[src/rtl/iso_pwr_seq.sv]
// rtl/iso_pwr_seq.sv - per-domain isolation and power sequencer with clamped outputs
// Each channel orders isolate -> power-down -> power-up -> release and times out on a missing switch ack.
module iso_pwr_seq #(
  parameter int NDOM    = 2,
  parameter int WIDTH   = 8,
  parameter int ISO_DLY = 4,
  parameter int TMO     = 16
) (
  input  logic                  clk,
  input  logic                  rstn,
  input  logic [NDOM-1:0]       req_off,
  input  logic [NDOM-1:0]       req_on,
  input  logic [NDOM-1:0]       pwr_ack,
  input  logic [NDOM-1:0]       clamp_val,
  input  logic [NDOM*WIDTH-1:0] d_in,
  output logic [NDOM*WIDTH-1:0] y_out,
  output logic [NDOM-1:0]       iso,
  output logic [NDOM-1:0]       pwr_en,
  output logic [NDOM-1:0]       done,
  output logic [NDOM-1:0]       err
);

  localparam int MAXC = (ISO_DLY > TMO) ? ISO_DLY : TMO;
  localparam int CW   = $clog2(MAXC) + 1;
  localparam logic [CW-1:0] ISO_LAST = CW'(ISO_DLY - 1);
  localparam logic [CW-1:0] TMO_LAST = CW'(TMO - 1);
  localparam logic [CW-1:0] CNT_ONE  = CW'(1);

  typedef enum logic [2:0] {
    ST_ON      = 3'd0,
    ST_ISO_SET = 3'd1,
    ST_PWR_DN  = 3'd2,
    ST_OFF     = 3'd3,
    ST_PWR_UP  = 3'd4,
    ST_ISO_REL = 3'd5
  } state_t;

  for (genvar k = 0; k < NDOM; k++) begin : g_dom
    state_t        state_q, state_d;
    logic [CW-1:0] cnt_q, cnt_d;
    logic          iso_q, iso_d;
    logic          pen_q, pen_d;
    logic          done_q, done_d;
    logic          err_q, err_d;

    always_ff @(posedge clk or negedge rstn) begin
      if (!rstn) begin
        state_q <= ST_PWR_UP;
        cnt_q   <= '0;
        iso_q   <= 1'b1;
        pen_q   <= 1'b1;
        done_q  <= 1'b0;
        err_q   <= 1'b0;
      end else begin
        state_q <= state_d;
        cnt_q   <= cnt_d;
        iso_q   <= iso_d;
        pen_q   <= pen_d;
        done_q  <= done_d;
        err_q   <= err_d;
      end
    end

    always_comb begin
      state_d = state_q;
      cnt_d   = cnt_q + CNT_ONE;
      err_d   = err_q;
      case (state_q)
        ST_ON: begin
          cnt_d = '0;
          if (req_off[k]) begin
            state_d = ST_ISO_SET;
            err_d   = 1'b0;
          end
        end
        ST_ISO_SET: begin
          if (cnt_q == ISO_LAST) begin
            state_d = ST_PWR_DN;
            cnt_d   = '0;
          end
        end
        ST_PWR_DN: begin
          if (!pwr_ack[k]) begin
            state_d = ST_OFF;
            cnt_d   = '0;
          end else if (cnt_q == TMO_LAST) begin
            state_d = ST_OFF;
            cnt_d   = '0;
            err_d   = 1'b1;
          end
        end
        ST_OFF: begin
          cnt_d = '0;
          if (req_on[k]) begin
            state_d = ST_PWR_UP;
            err_d   = 1'b0;
          end
        end
        ST_PWR_UP: begin
          if (pwr_ack[k]) begin
            state_d = ST_ISO_REL;
            cnt_d   = '0;
          end else if (cnt_q == TMO_LAST) begin
            state_d = ST_OFF;
            cnt_d   = '0;
            err_d   = 1'b1;
          end
        end
        ST_ISO_REL: begin
          // A rail that collapses during release must never see isolation drop.
          if (!pwr_ack[k]) begin
            state_d = ST_OFF;
            cnt_d   = '0;
            err_d   = 1'b1;
          end else if (cnt_q == ISO_LAST) begin
            state_d = ST_ON;
            cnt_d   = '0;
          end
        end
        default: begin
          state_d = ST_PWR_UP;
          cnt_d   = '0;
        end
      endcase

      // Outputs are registered from the next state so they change on the state edge.
      iso_d  = (state_d != ST_ON);
      pen_d  = !((state_d == ST_PWR_DN) || (state_d == ST_OFF));
      done_d = (state_d != state_q) && ((state_d == ST_ON) || (state_d == ST_OFF));
    end

    assign iso[k]    = iso_q;
    assign pwr_en[k] = pen_q;
    assign done[k]   = done_q;
    assign err[k]    = err_q;
    assign y_out[k*WIDTH +: WIDTH] = iso_q ? {WIDTH{clamp_val[k]}} : d_in[k*WIDTH +: WIDTH];
  end

endmodule

[config.mk]
export PLATFORM = sky130hd
export DESIGN_NAME = iso_pwr_seq
export DESIGN_NICKNAME = d
export VERILOG_FILES = /design/src/rtl/iso_pwr_seq.sv
export SDC_FILE = /design/constraint.sdc
export NUM_CORES = 1
export LEC_CHECK = 0
export ABC_AREA = 1
export CORE_ASPECT_RATIO = 1.75
export CORE_MARGIN = 2
export CORE_UTILIZATION = 49
export CTS_CLUSTER_DIAMETER = 40
export DETAILED_ROUTE_END_ITERATION = 8
export PLACE_DENSITY = 0.82
export SLEW_MARGIN = 10
export SYNTH_ARGS = -nofsm -noshare
export SYNTH_HDL_FRONTEND = slang
export SYNTH_SLANG_ARGS = --single-unit
[constraint.sdc]
create_clock -name clk -period 2.5 [get_ports clk]
set_clock_uncertainty 0.2 [all_clocks]
set_input_delay 0.5 -clock clk [delete_from_list [all_inputs] [get_ports clk]]
set_output_delay 0.5 -clock clk [all_outputs]
set_load 0.05 [all_outputs]
---- Word level (Yosys, flattened, before mapping) ----
Cells that the tools add are included.
cells by class
  muxes and demuxes ....................... 46
  reductions and logical operators ........ 18
  $add $sub $neg .......................... 2
  eq/ne operators ......................... 30
operator list
  cell                                                              number
  5-bit two-way mux                                                 10
  3-bit two-way mux                                                 16
  5-bit case mux with 4 select lines                                2
  3-bit case mux with 6 select lines                                2
  3-bit by 2-bit == test with 1-bit output (second input constant)  8
  2-bit inequality test (second input constant)                     10
  8-bit two-way mux                                                 2
  3-bit == test (second input constant)                             4
  3-bit logical NOT                                                 4
  1-bit two-way mux                                                 12
  6-bit AND reduction                                               2
  5-bit by 1-bit adder with 5-bit output (second input constant)    2
  5-bit by 2-bit == test with 1-bit output (second input constant)  2
  5-bit by 4-bit == test with 1-bit output (second input constant)  2
  1-bit case mux with 5 select lines                                2
  5-bit nonzero test                                                2
  3-bit by 1-bit == test with 1-bit output (second input constant)  2
  3-bit inequality test                                             2
  3-bit nonzero test                                                2
  1-bit logical OR                                                  4
  1-bit logical AND                                                 2
  1-bit logical NOT                                                 2
storage, ports and cells
  output and inout port bits .............. 24
  input bits .............................. 26
  logic and storage cells ................. 108
  register bits ........................... 24

---- Logic depth before layout (Yosys ltp) ----
Gate-level depths: netlist of the first run.
  depth in word-level cells ............... 7
  mapped depth ............................ 13
  mapped depth without buffers ............ 13

---- Least setup slack after synthesis of the first run ----
Ideal clock, no wire load.
  path kind ............................... input to output
  from .................................... input d_in[0]
  to ...................................... output y_out[0]
  data required time ...................... 1.800 ns
  cell stages on the path ................. 2
  path buffers ............................ 0
  arrival time ............................ 1.605 ns
  setup slack ............................. 0.195 ns
  cell sequence ........................... inv_1 o21ai_0
on the way
  cells in the longest elaborated chain, start to end .. 1
ends and longest elaborated chain
  element            RTL line  RTL
  from (decl)        15        input logic [NDOM*WIDTH-1:0] d_in,
  8-bit two-way mux  136       assign y_out[k*WIDTH +: WIDTH] = iso_q ? {WIDTH{clamp_val[k]}} : d_in[k*WIDTH +: WIDTH];
  to (decl)          16        output logic [NDOM*WIDTH-1:0] y_out,
Every way passes these cells.

---- Worst setup path after layout of the first run ----
  from .................................... register g_dom[0].iso_q
  to ...................................... output iso[0]
RTL lines
  element                 RTL line  RTL
  from (decl)             41        logic iso_q, iso_d;
  from (signal assigned)  57        iso_q <= iso_d;
  to (decl)               17        output logic [NDOM-1:0] iso,
No word-level cell between the ends.

==> results of run 1 <==
==> layout make-up <==
cell class	instances	area, µm²	share of cell area, %
clock inverter	1	30.03	1.147
clock buffer	3	41.29	1.577
timing repair buffer	50	658.1	25.14
multi-input combinational	189	1010	38.58
tap	48	60.06	2.294
sequential	24	608.1	23.23
inverter	55	210.2	8.031
==> final timing paths <==
check | from | endpoint
min reg2reg | g_dom[0].cnt_q[0] | g_dom[0].cnt_q[0]
max in group asynchronous | rstn | g_dom[0].pen_q
max reg2reg | g_dom[1].cnt_q[0] | g_dom[1].done_q
min in group asynchronous | rstn | g_dom[0].err_q
min | g_dom[0].cnt_q[0] | g_dom[0].cnt_q[0]
max | g_dom[0].iso_q | iso[0]
==> flip-flops by register name, indices dropped and copies added, names as in the netlist <==
register	count
g_dom.err_q	2
g_dom.done_q	2
g_dom.pen_q	2
g_dom.state_q	6
g_dom.cnt_q	10
g_dom.iso_q	2
==> metal layers <==
layer | GRT usage (%) | vias to the layer above | share of wire (%)
met2 | 45.22 | 31 | 61
met1 | 21.53 | 851 | 36
met4 | 7.656 | 0 | 1.4
li1 | - | 945 | -
met3 | 2.062 | 6 | 1.7
met5 | 0 | - | 0
==> cell usage after synthesis, drive strengths merged <==
| cell | n | area, µm² |
|---|---|---|
| nand2 | 69 | 299.0 |
| inv | 54 | 205.2 |
| nor2 | 43 | 191.4 |
| o21ai | 28 | 143.9 |
| nand3 | 20 | 122.6 |
| dfrtp | 18 | 450.4 |
| buf | 12 | 97.59 |
| a21oi | 6 | 30.03 |
| dfstp | 6 | 157.7 |
| ha | 6 | 75.07 |
| nand4 | 6 | 58.80 |
| nor3 | 2 | 15.01 |
| xor2 | 2 | 17.52 |
| a211oi | 1 | 12.51 |
| a31oi | 1 | 6.260 |
| clkinv | 1 | 5.000 |
| nand3b | 1 | 7.510 |
| nor3b | 1 | 7.510 |
| o31ai | 1 | 7.510 |
| or2 | 1 | 6.260 |
| xnor2 | 1 | 8.760 |
==> through the flow <==
step           hold slack (ns)  utilization (%)
6_report                0.2605            68.37
5_1_grt                 0.2890            68.37
4_1_cts                 0.2645            68.37
3_5_place_dp            0.2530            66.50
3_3_place_gp            0.2472            66.50
2_1_floorplan         0.004409                -
==> report_power, final <==
group,internal [µW],switching (µW),total (µW)
Sequential,544,180,725
Combinational,840,1360,2200
Clock,214,124,338
==> cell families after synthesis <==
kind of cell / synth area share [%]
adder cells (fa/ha/maj): 3.899
AO/OA/AOI/OAI: 10.40
AND/OR/NAND/NOR: 36.78
flip-flops: 31.58
buffers and inverters: 15.98
XOR/XNOR: 1.365
==> cells in the final DEF (no fill, tap or decap), types with 2 or more instances in the layout <==
cell type,count
sky130_fd_sc_hd__inv_2,8
sky130_fd_sc_hd__nand2_4,2
sky130_fd_sc_hd__nand2_2,10
sky130_fd_sc_hd__nor2_1,35
sky130_fd_sc_hd__buf_12,16
sky130_fd_sc_hd__o21ai_0,24
sky130_fd_sc_hd__nor2_2,6
sky130_fd_sc_hd__nand4_1,4
sky130_fd_sc_hd__a21oi_1,6
sky130_fd_sc_hd__nand3_1,17
sky130_fd_sc_hd__o21ai_1,3
sky130_fd_sc_hd__clkbuf_8,3
sky130_fd_sc_hd__ha_1,6
sky130_fd_sc_hd__nand2_1,57
sky130_fd_sc_hd__dfrtp_1,18
sky130_fd_sc_hd__xor2_1,2
sky130_fd_sc_hd__inv_1,45
sky130_fd_sc_hd__dfstp_2,6
sky130_fd_sc_hd__nor2_4,2
sky130_fd_sc_hd__nand3_2,2
sky130_fd_sc_hd__clkdlybuf4s50_1,33
==> qor.json, run 1 <==
{
  "timing.final.crit_share": {"value": 96.24, "unit": "%"},
  "worstPathCellList": {"value": "clkdlybuf4s50_1"},
  "route.detailed.drc": {"value": 0},
  "total_global_routing_track_utilization": {"value": 22.07, "unit": "%"},
  "slew_headroom": {"value": 65.40, "unit": "%"},
  "synth_cell_types": {"value": 35},
  "drive_gt1_share": {"value": 20.50, "unit": "%"},
  "synth.yosys.warnings": {"value": 0},
  "end_kind": {"value": "output port"},
  "post-cts-setup-buffer-count": {"value": 0},
  "crit_slowest_cell": {"value": "sky130_fd_sc_hd__clkdlybuf4s50_1"},
  "globalRouteOverflowTotal": {"value": 0},
  "cts_made_buffers": {"value": 3},
  "finish.instance_area": {"value": 2618, "unit": "µm²"},
  "fin_ws": {"value": 0.09389, "unit": "ns"},
  "ctsResizeCount": {"value": 0},
  "synth.cell_area": {"value": 1926, "unit": "µm²"},
  "grt_first_pass_wirelength": {"value": 7569, "unit": "µm"},
  "fin_nets": {"value": 355},
  "crit_family": {"value": "buffers and inverters"},
  "tritoncts": {"value": "built"},
  "numPlacedInstances": {"value": 366},
  "routabilityCongestion": {"value": 0.9355},
  "first_pass_iters": {"value": 4},
  "core": {"value": 3829, "unit": "µm²"},
  "finalSetupViolCount": {"value": 0},
  "cellPowerDensity": {"value": 1245, "unit": "nW/µm²"},
  "grt_pass1_vias": {"value": 1784},
  "post_dp_cell_area": {"value": 2546, "unit": "µm²"},
  "status": {"value": "finished, final reports clean"},
  "cts.clk_slew.worst_paths": {"value": 0.08, "unit": "ns"},
  "htreeDepth": {"value": 1},
  "max_clock_freq": {"value": 415.6, "unit": "MHz"},
  "grt_setup_unrepaired": {"value": "no"},
  "area.growth.synth_to_final": {"value": 35.93, "unit": "%"},
  "cp.required": {"value": 1.80, "unit": "ns"},
  "hold_path.class": {"value": "reg -> reg"},
  "clock_insertion_delay_worst_skew": {"value": 0.27, "unit": "ns"},
  "worstMarginPinSlew": {"value": 0.5173, "unit": "ns"},
  "fin_tns_setup": {"value": 0, "unit": "ns"},
  "final-instance-count-excl-fill": {"value": 370},
  "diodes": {"value": 0},
  "syn_nets": {"value": 312},
  "routed_wire_length_per_instance": {"value": 12.37, "unit": "µm"},
  "min_period": {"value": 2.406, "unit": "ns"},
  "n_fill_cell": {"value": 334},
  "avgViaCountPerCell": {"value": 4.954},
  "drtIter0Drc": {"value": 28},
  "synth_seq_cells": {"value": 24},
  "power.leakage": {"value": 0.001306, "unit": "µW"},
  "clock-root-buffer": {"value": "sky130_fd_sc_hd__clkbuf_8"},
  "crit_path_max_fanout": {"value": 10},
  "final_antenna_net_count": {"value": 0},
  "worstHoldPathCells": {"value": 1},
  "report.final.hold_viol_count": {"value": 0},
  "synthCells": {"value": 280},
  "worst_path_largest_cell_delay": {"value": 0.82, "unit": "ns"},
  "slew_viol_final": {"value": 0},
  "io_buffers": {"value": 49},
  "worstSetupStartpointType": {"value": "register"},
  "cts-root-to-sink-buffers": {"value": 2},
  "detailroute.via_count": {"value": 1833},
  "floorplan.die.height": {"value": 86.93, "unit": "µm"},
  "timing.reg2reg.worst_path_depth": {"value": 12},
  "dp_hpwl": {"value": 3731, "unit": "µm"},
  "synth_area_per_cell": {"value": 6.877, "unit": "µm²"},
  "ff2ff_setup_slack": {"value": 0.39, "unit": "ns"},
  "floorplan.initialDensity": {"value": 50.29, "unit": "%"},
  "cp.depth": {"value": 1},
  "path_buf_inv": {"value": 1},
  "worst_ep_arrival_time": {"value": 1.71, "unit": "ns"},
  "drt_wirelength": {"value": 4578, "unit": "µm"},
  "cts.sinks": {"value": 24},
  "vdd_drop_max": {"value": 0.9336, "unit": "mV"},
  "detailedPlace.worstSlack": {"value": 0.2859, "unit": "ns"},
  "synth-seq-area-share": {"value": 31.58, "unit": "%"},
  "post-layout-total-power": {"value": 3258, "unit": "µW"},
  "timing.setup.critical_path_class": {"value": "reg -> out"},
  "design.die.area": {"value": 4467, "unit": "µm²"},
  "fp.dieW": {"value": 51.39, "unit": "µm"},
  "cts-hold-fix-buffers": {"value": 0},
  "ios": {"value": 50},
  "grt_max_degree": {"value": 25},
  "max_cap_violations": {"value": 0},
  "rows": {"value": 30},
  "antenna_found_initial": {"value": 0}
}
Note: power is estimated with default switching activity, not from simulation.
==> run 2: changes to the inputs <==
--- a/config.mk
+++ b/config.mk
@@ -11,7 +11,7 @@
 export CORE_UTILIZATION = 49
 export CTS_CLUSTER_DIAMETER = 40
 export DETAILED_ROUTE_END_ITERATION = 8
-export PLACE_DENSITY = 0.82
+export PLACE_DENSITY = 0.79
 export SLEW_MARGIN = 10
 export SYNTH_ARGS = -nofsm -noshare
 export SYNTH_HDL_FRONTEND = slang
==> run 2 against run 1 <==
Effect of this change:
- clock-buffer cell count unchanged
- setup slack improved by 0.0043 ns
- die area unchanged
- non-clock buffer count unchanged
==> qor.json, run 2 (synthesis gave the netlist of run 1 again) <==
{
  "status": {"value": "finished, final reports clean"},
  "finish.instance_area": {"value": 2615, "unit": "µm²"},
  "most_frequent_standard_cell_in_the_layout_excluding_fill_and_tap_cells": {"value": "sky130_fd_sc_hd__nand2_1"},
  "final_core_util": {"value": 68.30, "unit": "%"},
  "ctsResizeCount": {"value": 0},
  "cts-root-to-sink-buffers": {"value": 2},
  "worstHoldStart": {"value": "g_dom[0].cnt_q[0]"},
  "largest_register_ff_count": {"value": 10},
  "vdd_drop_max": {"value": 0.9061, "unit": "mV"},
  "grt_setup_unrepaired": {"value": "no"},
  "slew_viol_final": {"value": 0},
  "total_global_routing_track_utilization": {"value": 21.54, "unit": "%"},
  "first_pass_iters": {"value": 4},
  "fp.dieW": {"value": 51.39, "unit": "µm"},
  "rows": {"value": 30},
  "worstMarginPinSlew": {"value": 0.5280, "unit": "ns"},
  "timing.reg2reg.worst_path_depth": {"value": 12},
  "source_of_the_worst_register_to_register_timing_path": {"value": "g_dom[1].cnt_q[0]"},
  "crit_path_max_fanout": {"value": 10},
  "slew_headroom": {"value": 64.69, "unit": "%"},
  "worstSetupStartpointType": {"value": "register"},
  "cts_made_buffers": {"value": 3},
  "globalRouteOverflowTotal": {"value": 0},
  "cts.clk_slew.worst_paths": {"value": 0.09, "unit": "ns"},
  "largestRegisters": {"value": "g_dom.cnt_q: 10 flops, g_dom.state_q: 6 flops"},
  "hold_end": {"value": "g_dom[0].cnt_q[0]"},
  "fin_tns_setup": {"value": 0, "unit": "ns"},
  "timing.final.crit_share": {"value": 96.07, "unit": "%"},
  "post-cts-setup-buffer-count": {"value": 0},
  "worst_path_largest_cell_delay": {"value": 0.82, "unit": "ns"},
  "cts-hold-fix-buffers": {"value": 0},
  "routed_wire_length_per_instance": {"value": 12.40, "unit": "µm"},
  "grt_pass1_vias": {"value": 1856},
  "fin_nets": {"value": 355},
  "clock-root-buffer": {"value": "sky130_fd_sc_hd__clkbuf_8"},
  "detailroute.via_count": {"value": 1878},
  "layout.cells.most_common_list": {"value": "sky130_fd_sc_hd__nand2_1, sky130_fd_sc_hd__inv_1, sky130_fd_sc_hd__nor2_1"},
  "tritoncts": {"value": "built"},
  "routabilityCongestion": {"value": 0.9047},
  "io_buffers": {"value": 49},
  "antenna_found_initial": {"value": 0},
  "max_clock_freq": {"value": 416.4, "unit": "MHz"},
  "max_flop_register": {"value": "g_dom.cnt_q"},
  "drt_wirelength": {"value": 4588, "unit": "µm"},
  "worstHoldPathCells": {"value": 1},
  "max_cap_violations": {"value": 0},
  "final_antenna_net_count": {"value": 0},
  "min_period": {"value": 2.402, "unit": "ns"},
  "diodes": {"value": 0},
  "crit_family": {"value": "buffers and inverters"},
  "ff2ff_setup_slack": {"value": 0.39, "unit": "ns"},
  "drtIter0Drc": {"value": 57},
  "route.detailed.drc": {"value": 0},
  "dp_hpwl": {"value": 3759, "unit": "µm"},
  "cts.sinks": {"value": 24},
  "path_buf_inv": {"value": 1},
  "finalSetupViolCount": {"value": 0},
  "ios": {"value": 50},
  "grt_first_pass_wirelength": {"value": 7479, "unit": "µm"},
  "floorplan.initialDensity": {"value": 50.29, "unit": "%"},
  "report.final.hold_viol_count": {"value": 0},
  "worst_ep_arrival_time": {"value": 1.70, "unit": "ns"},
  "end_kind": {"value": "output port"},
  "fin_ws": {"value": 0.09820, "unit": "ns"},
  "worst_r2r_endpoint": {"value": "g_dom[1].done_q"},
  "timing.setup.critical_path_class": {"value": "reg -> out"},
  "htreeDepth": {"value": 1},
  "grt_max_degree": {"value": 25},
  "drive_gt1_share": {"value": 20.81, "unit": "%"},
  "core": {"value": 3829, "unit": "µm²"},
  "area.growth.synth_to_final": {"value": 35.80, "unit": "%"},
  "crit_slowest_cell": {"value": "sky130_fd_sc_hd__clkdlybuf4s50_1"},
  "power.leakage": {"value": 0.001306, "unit": "µW"},
  "post_dp_cell_area": {"value": 2544, "unit": "µm²"},
  "worstPathCellList": {"value": "clkdlybuf4s50_1"},
  "floorplan.die.height": {"value": 86.93, "unit": "µm"},
  "avgViaCountPerCell": {"value": 5.076},
  "cellPowerDensity": {"value": 1249, "unit": "nW/µm²"},
  "clock_insertion_delay_worst_skew": {"value": 0.26, "unit": "ns"},
  "hold_path.class": {"value": "reg -> reg"},
  "design.die.area": {"value": 4467, "unit": "µm²"},
  "cp.required": {"value": 1.80, "unit": "ns"},
  "detailedPlace.worstSlack": {"value": 0.2905, "unit": "ns"}
}
run 2: changes by cell type in the layout (fill, tap and decap cells not counted):
cell / delta
sky130_fd_sc_hd__buf_4: +1
sky130_fd_sc_hd__clkdlybuf4s50_1: -1
run 2: metrics by stage:
step / power [µW] / instances / hold slack, ns
after floorplan: 2270 / 280 / 0.004409
after global placement: 2899 / 366 / 0.2446
after detailed placement: 2934 / 366 / 0.2542
after CTS: 3277 / 370 / 0.2658
after global routing: 3478 / 370 / 0.2957
final: 3266 / 370 / 0.2639
run 2: how the worst max path moves through the flow:
stage	from	cells past startpoint	slack [ns]	endpoint
2_1_floorplan	d_in[0]	2	0.19	y_out[0]
3_3_place_gp	d_in[11]	4	0.32	y_out[11]
3_5_place_dp	d_in[9]	4	0.29	y_out[9]
4_1_cts	g_dom[0].iso_q	1	0.09	iso[0]
5_1_grt	g_dom[0].iso_q	1	0.05	iso[0]
6_report	g_dom[0].iso_q	1	0.1	iso[0]
run 2: final cells by class:
| type | instances | area (µm²) |
|---|---|---|
| inverter | 55 | 210.2 |
| sequential | 24 | 608.1 |
| multi-input combinational | 189 | 1010 |
| clock buffer | 3 | 41.29 |
| fill | 355 | 1214 |
| clock inverter | 1 | 30.03 |
| tap | 48 | 60.06 |
| timing repair buffer | 50 | 655.6 |
run 2: where the power goes:
part	internal (µW)	leakage (µW)	switching (µW)
Combinational	839	0.000972	1360
Clock	214	0.0000357	122
Sequential	544	0.000299	183
run 2: routing by layer:
| layer | GRT usage [%] | vias to the layer above | routed length, µm |
|---|---|---|---|
| met3 | 1.546 | 12 | 106 |
| met4 | 7.895 | 0 | 92 |
| li1 | - | 946 | - |
| met1 | 20.33 | 873 | 1599 |
| met5 | 0 | - | 0 |
| met2 | 44.99 | 47 | 2789 |
